File: src/rtl/line_buffer_3row_pkg.sv
// rtl/line_buffer_3row_pkg.sv - shared dataflow constants and counter-width helper
package line_buffer_3row_pkg;

  localparam int DATA_WIDTH_DEF = 16;
  localparam int IMG_WIDTH_DEF  = 32;
  localparam int IMG_HEIGHT_DEF = 32;

  // Counter width able to hold 0..n-1; never narrower than one bit.
  function automatic int cnt_width(input int n);
    return (n > 1) ? $clog2(n) : 1;
  endfunction

  localparam int COL_W_DEF  = cnt_width(IMG_WIDTH_DEF);
  localparam int LINE_W_DEF = cnt_width(IMG_HEIGHT_DEF);

endpackage

File: src/rtl/line_mem.sv
// rtl/line_mem.sv - single-port synchronous read-before-write line memory
module line_mem
  import line_buffer_3row_pkg::*;
#(
  parameter int DEPTH = IMG_WIDTH_DEF,
  parameter int WIDTH = DATA_WIDTH_DEF,
  parameter int AW    = cnt_width(DEPTH)
) (
  input  logic             clk,
  input  logic             en_i,
  input  logic             we_i,
  input  logic [AW-1:0]    addr_i,
  input  logic [WIDTH-1:0] wdata_i,
  output logic [WIDTH-1:0] rdata_o
);

  logic [WIDTH-1:0] mem_q [0:DEPTH-1];
  logic [WIDTH-1:0] rdata_q;

  // Read returns the old word at addr while the same access may overwrite it.
  always_ff @(posedge clk) begin
    if (en_i) begin
      rdata_q <= mem_q[addr_i];
      if (we_i) begin
        mem_q[addr_i] <= wdata_i;
      end
    end
  end

  assign rdata_o = rdata_q;

endmodule

File: src/rtl/line_buffer_3row.sv
// rtl/line_buffer_3row.sv - three-row vertical tap generator over two line memories
module line_buffer_3row
  import line_buffer_3row_pkg::*;
#(
  parameter int DATA_WIDTH = DATA_WIDTH_DEF,
  parameter int IMG_WIDTH  = IMG_WIDTH_DEF,
  parameter int IMG_HEIGHT = IMG_HEIGHT_DEF
) (
  input  logic                  clk,
  input  logic                  rst,
  input  logic                  sof,
  input  logic [DATA_WIDTH-1:0] pixel_in,
  input  logic                  valid_in,
  output logic [DATA_WIDTH-1:0] row0,
  output logic [DATA_WIDTH-1:0] row1,
  output logic [DATA_WIDTH-1:0] row2,
  output logic                  valid_out,
  output logic                  eol,
  output logic                  frame_done
);

  localparam int COL_W  = cnt_width(IMG_WIDTH);
  localparam int LINE_W = cnt_width(IMG_HEIGHT);

  localparam logic [COL_W-1:0]  COL_LAST  = COL_W'(IMG_WIDTH - 1);
  localparam logic [LINE_W-1:0] LINE_LAST = LINE_W'(IMG_HEIGHT - 1);
  localparam logic [LINE_W-1:0] LINE_TAP0 = LINE_W'(2);

  logic [COL_W-1:0]      col_q, col_d, col_cur;
  logic [LINE_W-1:0]     line_q, line_d, line_cur;
  logic                  older_q, older_d;
  logic                  rd_sel_q;
  logic                  have_q;
  logic [DATA_WIDTH-1:0] pix_q;
  logic                  valid_q, eol_q, done_q;
  logic                  col_wrap, line_wrap, tap_line;
  logic [DATA_WIDTH-1:0] rdata0, rdata1;

  // sof overrides the counters so that pixel lands at column 0, line 0.
  always_comb begin
    col_cur   = sof ? '0 : col_q;
    line_cur  = sof ? '0 : line_q;
    col_wrap  = (col_cur == COL_LAST);
    line_wrap = col_wrap && (line_cur == LINE_LAST);
    tap_line  = (line_cur >= LINE_TAP0);
  end

  // Next column/line position and memory role swap for an accepted pixel.
  // Instead of copying the newer line into the older memory, the two memories
  // trade roles at every line end: the older one is overwritten with the
  // incoming line, which then becomes the newer line.
  always_comb begin
    col_d   = col_q;
    line_d  = line_q;
    older_d = older_q;
    if (valid_in) begin
      if (col_wrap) begin
        col_d   = '0;
        line_d  = line_wrap ? '0 : line_cur + 1'b1;
        older_d = ~older_q;
      end else begin
        col_d   = col_cur + 1'b1;
        line_d  = line_cur;
      end
    end
  end

  // Counters, role bit and registered taps/flags; everything holds during gaps.
  always_ff @(posedge clk or posedge rst) begin
    if (rst) begin
      col_q    <= '0;
      line_q   <= '0;
      older_q  <= 1'b0;
      rd_sel_q <= 1'b0;
      have_q   <= 1'b0;
      pix_q    <= '0;
      valid_q  <= 1'b0;
      eol_q    <= 1'b0;
      done_q   <= 1'b0;
    end else begin
      col_q   <= col_d;
      line_q  <= line_d;
      older_q <= older_d;
      if (valid_in) begin
        rd_sel_q <= older_q;
        have_q   <= 1'b1;
        pix_q    <= pixel_in;
        valid_q  <= tap_line;
        eol_q    <= tap_line && col_wrap;
        done_q   <= line_wrap;
      end else begin
        valid_q  <= 1'b0;
        eol_q    <= 1'b0;
        done_q   <= 1'b0;
      end
    end
  end

  line_mem #(
    .DEPTH (IMG_WIDTH),
    .WIDTH (DATA_WIDTH),
    .AW    (COL_W)
  ) u_mem0 (
    .clk     (clk),
    .en_i    (valid_in),
    .we_i    (valid_in && !older_q),
    .addr_i  (col_cur),
    .wdata_i (pixel_in),
    .rdata_o (rdata0)
  );

  line_mem #(
    .DEPTH (IMG_WIDTH),
    .WIDTH (DATA_WIDTH),
    .AW    (COL_W)
  ) u_mem1 (
    .clk     (clk),
    .en_i    (valid_in),
    .we_i    (valid_in && older_q),
    .addr_i  (col_cur),
    .wdata_i (pixel_in),
    .rdata_o (rdata1)
  );

  // The memory read registers are the row0/row1 tap registers; have_q forces
  // them to read as zero from reset until the first pixel refills them.
  always_comb begin
    row0 = '0;
    row1 = '0;
    if (have_q) begin
      row0 = rd_sel_q ? rdata1 : rdata0;
      row1 = rd_sel_q ? rdata0 : rdata1;
    end
  end

  assign row2       = pix_q;
  assign valid_out  = valid_q;
  assign eol        = eol_q;
  assign frame_done = done_q;

endmodule

File: config.mk
export PLATFORM = sky130hd
export DESIGN_NAME = line_buffer_3row
export DESIGN_NICKNAME = d
export VERILOG_FILES = /design/src/rtl/line_buffer_3row_pkg.sv /design/src/rtl/line_mem.sv /design/src/rtl/line_buffer_3row.sv
export SDC_FILE = /design/constraint.sdc
export NUM_CORES = 1
export LEC_CHECK = 0
export ABC_AREA = 1
export CAP_MARGIN = 15
export CORE_MARGIN = 1.5
export CORE_UTILIZATION = 55
export CTS_BUF_LIST = sky130_fd_sc_hd__clkbuf_8
export DETAILED_ROUTE_END_ITERATION = 6
export MAX_ROUTING_LAYER = met4
export PLACE_DENSITY = 0.72
export SYNTH_ARGS = -nofsm -noshare
export SYNTH_HDL_FRONTEND = slang
export SYNTH_SLANG_ARGS = --single-unit
File: constraint.sdc
create_clock -name clk -period 4.5 [get_ports clk]
set_clock_uncertainty 0.1 [all_clocks]
set_input_delay 0.9 -clock clk [delete_from_list [all_inputs] [get_ports clk]]
set_output_delay 0.9 -clock clk [all_outputs]
set_load 0.05 [all_outputs]
==> summary.md, run 1 <==
| Metric | Value |
|---|---|
| Number of synthesized register bits | `1088` |
| Dpl ws | `0.6563 ns` |
| Leakage power | `18.35 nW` |
| Reg power frac | `54.6%` |
| Clock buffer depth | `3` |
| Share of layout cells above drive strength 1 | `11.56%` |
| Pin count of the biggest net entering global routing | `171` |
| GRT overflow | `0` |
| Buffers on Ports | `70` |
| Ys async rst share | `2.941%` |
| Area grow syn2layout | `12.71%` |
| Distinct cells, synth | `29` |
| Net Count, Synth | `3827` |
| Mapped Cells | `3800` |
| Worst-path clk slew | `0.05 ns` |
| Part of the power in the clock network | `35.4%` |
| Post-CTS Resized | `0` |
| Final Wtd Congestion | `0.9249` |
| Clock Sinks | `1088` |
| Unrepaired setup endpoints after global routing | `no` |
| Most instantiated library cell after synthesis | `edfxtp_1` |
| Initial antenna violation count | `4` |
| Vias in the first global route | `27952` |
| Fin worst setup slack | `0.09737 ns` |
| Sw Pwr | `5.338 mW` |
| Mapped Avg Cell Area | `11.63 um^2` |
| Gate power share | `10.0%` |
| Later-pin clock latency in the skew report | `0.83 ns` |
| TritonCTS buffer count | `167` |
| Die width | `286.4 um` |
| Pin slew with the least headroom to its limit | `1.223 ns` |
| Max Cap Viol | `0` |
| Critical Path AT | `3.40 ns` |
| CP Cell Sequence | `o21ai_0, nor2_1, clkdlybuf4s50_1` |
| Number of synthesis warnings | `0` |
| Slowest cell on crit path | `dfrtp_1` |
| WL per Instance | `23.06 um` |
| Die ar. | `82040 um^2` |
| DP Wirelength | `71120 um` |
| Setup CP Type | `flop to output port` |
| Sequential area share after synthesis | `73.59%` |
| Final hold vios | `0` |
| First drt pass iteration count | `6` |
| Top post-synthesis cells by area | `edfxtp_1 72%, nor2_1 7.1%, o21ai_0 5.8%` |
| TNS Setup | `0 ns` |
| GR met3 Demand/Resource | `5.906%` |
| Final Max Tran Viols | `0` |
| Setup violators final | `0` |
| CTS tree | `done` |
| H-tree levels | `4` |
| Post-route minimum period | `4.403 ns` |
| DR DRC count | `0` |
| GRT met2 Usage | `44.11%` |
| Initial core utilization | `55.74%` |
| Overall routing resource usage | `29.98%` |
| Global-route layer with the greatest usage | `met2` |
| Cell-internal power | `15.39 mW` |
| Crit end category | `output port` |
| Pwr/cell area | `416.2 nW/um^2` |
| Period utilisation layout | `97.84%` |
| Row count | `103` |
| Via count | `29846` |
| DRT iter0 DRCs | `4288` |
| WL final | `118800 um` |
| CTS Hold Buffers Added | `0` |
| Post-route ant nets | `0` |
| Synth Flop Type | `edfxtp_1` |
| Worst min path class | `flop to flop` |
| First-pass GRT wire length | `175100 um` |
| Max Fclk | `227.1 MHz` |
| Switching share of power | `25.75%` |
| Core Box Area | `79260 um^2` |
| Status | `finished, final reports clean` |
| Max-slew headroom | `18.48%` |
| # fillers | `6002` |
| Postcts setup bufs | `0` |
| Required time worst endpoint | `3.50 ns` |
| Area of the mapped netlist | `44180 um^2` |
| Top cell type's share of synthesized area | `71.77%` |
| # IOs | `71` |
| Post-synth EDFFs | `1056` |
| Root Driver | `clkbuf_8` |
| Die Ht | `286.4 um` |
| Final net count | `4007` |
| Post-synth top cells | `1056 x edfxtp_1, 836 x nor2_1, 630 x nand2_1` |
| Met1 Track Usage GR | `42.27%` |
| Peak supply drop | `0.2763 mV` |
| Startpoint Class | `flop` |
| Worst-path fanout max | `33` |
| Slowest cell delay on critical path | `1.05 ns` |
| Via-per-instance ratio | `5.792` |
| Largest area contributor in the netlist | `edfxtp_1` |
==> worst paths after layout <==
kind	start	endpoint	slack [ns]	cells after the start
max in group asynchronous	rst	row2[2]	3.10	3
worst min register to register	row2[2]	row2[2]	0.37	2
worst min-delay path	row2[2]	row2[2]	0.37	2
worst max register to register	col_q[0]	u_mem1.mem_q[21][9]	1.35	8
min in group asynchronous	rst	col_q[1]	0.48	2
worst max-delay path	have_q	row1[7]	0.1	3
==> critical path, delay by kind of cell (launching register included) <==
kind,cells,cell delay (ns)
flops,1,1.05
buf+inv,1,0.89
simple gates,1,0.41
compound gates,1,0.24
==> registers in the layout, summed over array words and instances (netlist names) <==
register and flops:
line_q 5, row2 16, frame_done 1, valid_out 1, u_mem0.mem_q 512, u_mem0.rdata_o 16
have_q 1, col_q 5, eol 1, u_mem1.rdata_o 16, older_q 1, u_mem1.mem_q 512
rd_sel_q 1
==> area by class of cell <==
cell class | instances | area (um^2) | share of cell area (%)
multi-input cells | 2343 | 10360 | 20.81
repair buffers | 231 | 2112 | 4.241
clock buffers | 172 | 2367 | 4.754
flip-flops and latches | 1088 | 32510 | 65.30
clock inverters | 117 | 550.5 | 1.106
well taps | 1050 | 1314 | 2.638
inverters | 149 | 565.5 | 1.136
diodes | 3 | 7.507 | 0.01508
==> per-layer routing <==
metal,vias up,wire [um]
li1,13498,-
met1,14368,47440
met2,1760,54410
met3,220,13810
met4,0,3136
met5,-,0
==> layout by cell type, fill, tap and decap left out, types with 31 or more instances in the layout <==
cell type	instances
buf_4	138
clkbuf_8	172
clkdlybuf4s50_1	53
clkinv_1	37
dfrtp_1	31
edfxtp_1	1056
inv_1	190
nand2_1	629
nor2_1	832
nor3_2	64
o21ai_0	514
o21ai_1	238
==> through the flow <==
stage / hold WS, ns / area, um^2 / utilization, % / power, mW / cells
6_report: 0.3706 / 49800 / 62.83 / 20.73 / 5153
5_1_grt: 0.3847 / 49790 / 62.83 / 21.39 / 5152
4_1_cts: 0.3730 / 49770 / 62.79 / 20.76 / 5149
3_5_place_dp: 0.3584 / 46850 / 59.11 / 13.57 / 4860
3_3_place_gp: 0.3530 / 46850 / 59.11 / 13.53 / 4860
2_1_floorplan: 0.3666 / 44180 / - / 12.70 / 3800
==> power by group through the flow <==
stage	Sequential (mW)	Clock, mW	Combinational (mW)
6_report	11.3	7.33	2.08
2_1_floorplan	11.5	0	1.18
3_5_place_dp	11.5	0	2.04
3_3_place_gp	11.5	0	2.01
4_1_cts	11.3	7.39	2.05
5_1_grt	11.3	7.84	2.24
==> kinds of logic after synthesis <==
| group | share of synthesized area, % |
|---|---|
| buffers and inverters | 3.769 |
| flip-flops | 73.59 |
| XOR/XNOR | 0.01983 |
| AO/OA/AOI/OAI | 8.621 |
| AND/OR/NAND/NOR | 13.81 |
| adder cells (fa/ha/maj) | 0.1982 |
Power figures use the tool's default switching activity.
==> run 2, diff against run 1 <==
--- a/config.mk
+++ b/config.mk
@@ -5,14 +5,13 @@
 export SDC_FILE = /design/constraint.sdc
 export NUM_CORES = 1
 export LEC_CHECK = 0
-export ABC_AREA = 1
 export CAP_MARGIN = 15
 export CORE_MARGIN = 1.5
 export CORE_UTILIZATION = 55
 export CTS_BUF_LIST = sky130_fd_sc_hd__clkbuf_8
 export DETAILED_ROUTE_END_ITERATION = 6
 export MAX_ROUTING_LAYER = met4
-export PLACE_DENSITY = 0.72
+export PLACE_DENSITY = 0.73
 export SYNTH_ARGS = -nofsm -noshare
 export SYNTH_HDL_FRONTEND = slang
 export SYNTH_SLANG_ARGS = --single-unit
==> run 2 against run 1 <==
  * Via count is 12% lower
  * Critical path depth is 1 higher
  * Critical path type unchanged
  * Flip-flop and latch count stayed put
  * Highest routed layer unchanged
  * Largest cell class unchanged
  * Clock power hardly changed
==> summary.md, run 2 <==
| Metric | Value |
|---|---|
| Commonest non-fill, non-tap cell in the layout | `edfxtp_1` |
| Commonest cells after routing, fill and taps aside | `1056 x edfxtp_1, 350 x a211oi_1, 243 x nor2b_1, 168 x clkbuf_8, 164 x a22oi_1` |
| Final Wtd Congestion | `0.9024 (-2.4%)` |
| WL per Instance | `27.85 um (+21%)` |
| First-pass GRT wire length | `165600 um (-5.4%)` |
| Top Registers | `u_mem0.mem_q: 512 flops, u_mem1.mem_q: 512 flops` |
| Max-slew headroom | `20.65% (+2.2 points)` |
| Row count | `102 (-0.97%)` |
| Die width | `283.5 um (-1.0%)` |
| Final Max Tran Viols | `0 (unchanged)` |
| Share of layout cells above drive strength 1 | `14.21% (+2.6 points)` |
| Pwr/cell area | `443.1 nW/um^2 (+6.4%)` |
| CP Cell Sequence | `buf_4, mux2i_1, nor2b_1, clkdlybuf4s50_1` |
| Hold wc startpoint | `pixel_in[9]` |
| Leakage power | `15.85 nW (-14%)` |
| WHS Path Cells | `1 (-1)` |
| Detail Route met2 WL | `52370 um (-3.8%)` |
| Area grow syn2layout | `12.33%` |
| WL final | `113700 um (-4.3%)` |
| Slowest cell on crit path | `clkdlybuf4s50_1` |
| Peak supply drop | `0.2878 mV (+4.2%)` |
| Most instantiated library cell after synthesis | `edfxtp_1` |
| Buffers on Ports | `70 (unchanged)` |
| Final hold vios | `0 (unchanged)` |
| Mapped Cells | `2717 (-28%)` |
| CP Buf/Inv Count | `2 (+1)` |
| CTS tree | `done` |
| Setup CP Type | `flop to output port` |
| Number of synthesized register bits | `1088 (unchanged)` |
| Worst-path clk slew | `0.06 ns (about the same)` |
| Core Box Area | `77590 um^2 (-2.1%)` |
| Crit Reg-Reg Endpoint | `u_mem1.rdata_o[10]` |
| Pin slew with the least headroom to its limit | `1.190 ns (-0.03264 ns)` |
| Final net count | `2942 (-27%)` |
| FF-to-FF path depth | `6 (-2)` |
| Required time worst endpoint | `3.50 ns (about the same)` |
| Critical Path AT | `2.74 ns (-0.66 ns)` |
| Top post-synthesis cells by area | `edfxtp_1 73%, a211oi_1 6.1%, nor2b_1 3.5%` |
| Post-route minimum period | `3.739 ns (-0.6638 ns)` |
| Max Fclk | `267.5 MHz (+18%)` |
| Post-synth EDFFs | `1056 (unchanged)` |
| Post-route ant nets | `0 (unchanged)` |
| Overall routing resource usage | `28.98% (-1.0 points)` |
| TNS Setup | `0 ns (unchanged)` |
| Post-CTS Resized | `0 (unchanged)` |
| GRT overflow | `0 (unchanged)` |
| Top cell type's share of synthesized area | `73.30% (+1.5 points)` |
| Met3 wire len | `13140 um (-4.9%)` |
| Worst-path fanout max | `32 (-3.0%)` |
| Met1 wire length | `44620 um (-6.0%)` |
| TritonCTS buffer count | `163 (-2.4%)` |
| DR DRC count | `0 (unchanged)` |
| Root Driver | `clkbuf_8` |
| Distinct cells, synth | `52 (+79%)` |
| Via-per-instance ratio | `6.417 (+11%)` |
| Top sig layer | `met4` |
| Startpoint Class | `flop` |
| Ys async rst share | `2.941% (unchanged)` |
| Number of synthesis warnings | `0 (unchanged)` |
| # IOs | `71 (unchanged)` |
| Synth Flop Type | `edfxtp_1` |
| Clock Sinks | `1088 (unchanged)` |
| Pin count of the biggest net entering global routing | `151 (-12%)` |
| Delay-heaviest family, CP | `buffers and inverters` |
| Worst min path class | `input port to flop` |
| DP Wirelength | `69120 um (-2.8%)` |
| Clock buffer depth | `3 (unchanged)` |
| Status | `finished, final reports clean` |
| Unrepaired setup endpoints after global routing | `no` |
| Setup violators final | `0 (unchanged)` |
| Net Count, Synth | `2744 (-28%)` |
| Critical Path Stages | `4 (+1)` |
| R2R Setup Slk | `0.84 ns (-0.51 ns)` |
| Later-pin clock latency in the skew report | `0.82 ns (about the same)` |
| Postcts setup bufs | `0 (unchanged)` |
| First drt pass iteration count | `6 (unchanged)` |
| Initial core utilization | `55.75% (about the same)` |
| Initial antenna violation count | `8 (+4)` |
| Mapped Avg Cell Area | `15.92 um^2 (+37%)` |
| CTS Hold Buffers Added | `0 (unchanged)` |
| Overall Power | `21.53 mW (+3.9%)` |
| Largest area contributor in the netlist | `edfxtp_1` |
| Die Ht | `283.5 um (-1.0%)` |
| Max Cap Viol | `0 (unchanged)` |
| H-tree levels | `4 (unchanged)` |
| Period utilisation layout | `83.09% (-15 points)` |
| Sequential area share after synthesis | `75.15% (+1.6 points)` |
| Vias in the first global route | `24911 (-11%)` |
| Post-synth top cells | `1056 x edfxtp_1, 350 x a211oi_1, 245 x nor2b_1` |
| Area of the mapped netlist | `43260 um^2 (-2.1%)` |
| Slowest cell delay on critical path | `0.82 ns (-0.23 ns)` |
| DRT iter0 DRCs | `3833 (-11%)` |
| WHS Endpoint | `u_mem0.mem_q[30][9]` |
| Crit end category | `output port` |
| Util after Layout | `62.62% (-0.20 points)` |
| Die ar. | `80350 um^2 (-2.1%)` |
| R2r startpoint | `col_q[1]` |
| Via count | `26202 (-12%)` |
[run 2: cell count changes after synthesis, sizes merged, moves of 28 or more]
cell,change
a211oi,+350
a21oi,+88
a22oi,+164
inv,-137
mux2i,+108
nand2,-532
nand2b,+28
nand3,+37
nor2,-767
nor2b,+246
nor3,-67
o21ai,-742
[run 2: cell families (layout without fill, tap and decap cells)]
family,count (synthesis),count (layout),share of synthesized area [%]
xor gates and xnor gates,1,1,0.02025
AOI/OAI and AO/OA,720,720,12.18
buffers and inverters,219,542,2.409
adders and majority gates,7,7,0.2024
DFF,1088,1088,75.15
and+or+nand+nor,548,548,6.753
muxes,134,134,3.280
other,0,3,0
[run 2: how the worst max path moves through the flow]
stage | endpoint | start
finish | row0[13] | rd_sel_q
floorplan | u_mem0.mem_q[7][0] | sof
CTS | row0[13] | rd_sel_q
detailed placement | u_mem1.rdata_o[8] | sof
global placement | u_mem1.rdata_o[8] | sof
global route | row1[8] | rd_sel_q
[run 2: area by class of cell]
type | count | area [um^2]
fillers | 5503 | 29000
clock buffers | 168 | 2312
diodes | 3 | 7.507
inverters | 11 | 45.04
clock inverters | 122 | 626.9
multi-input cells | 1410 | 9747
repair buffers | 241 | 2034
well taps | 1040 | 1301
flip-flops and latches | 1088 | 32520
[run 2: through the flow]
| step | std cells | setup slack (ns) | cell area (um^2) | hold slack (ns) |
|---|---|---|---|---|
| after detailed placement | 3785 | 0.6444 | 45610 | 0.3950 |
| after CTS | 4075 | 0.7108 | 48550 | 0.3421 |
| after global placement | 3785 | 0.6919 | 45610 | 0.3800 |
| after floorplan | 2717 | 0.1329 | 43260 | 0.3634 |
| final | 4083 | 0.7611 | 48590 | 0.3959 |
| after global routing | 4083 | 0.5845 | 48590 | 0.3564 |
[run 2: per-layer routing]
layer  vias to the layer above  GRT usage (%)
met5                         -              -
met4                         0          9.947
met3                       231          6.375
met2                      1635          42.50
met1                     13085          40.47
li1                      11251              -
[run 2: where the power goes]
part	switching [mW]	internal (mW)	leakage, nW	total (mW)
Clock	3.74	3.56	1.74	7.30
Combinational	1.98	0.828	4.18	2.81
Sequential	0.141	11.3	9.92	11.4
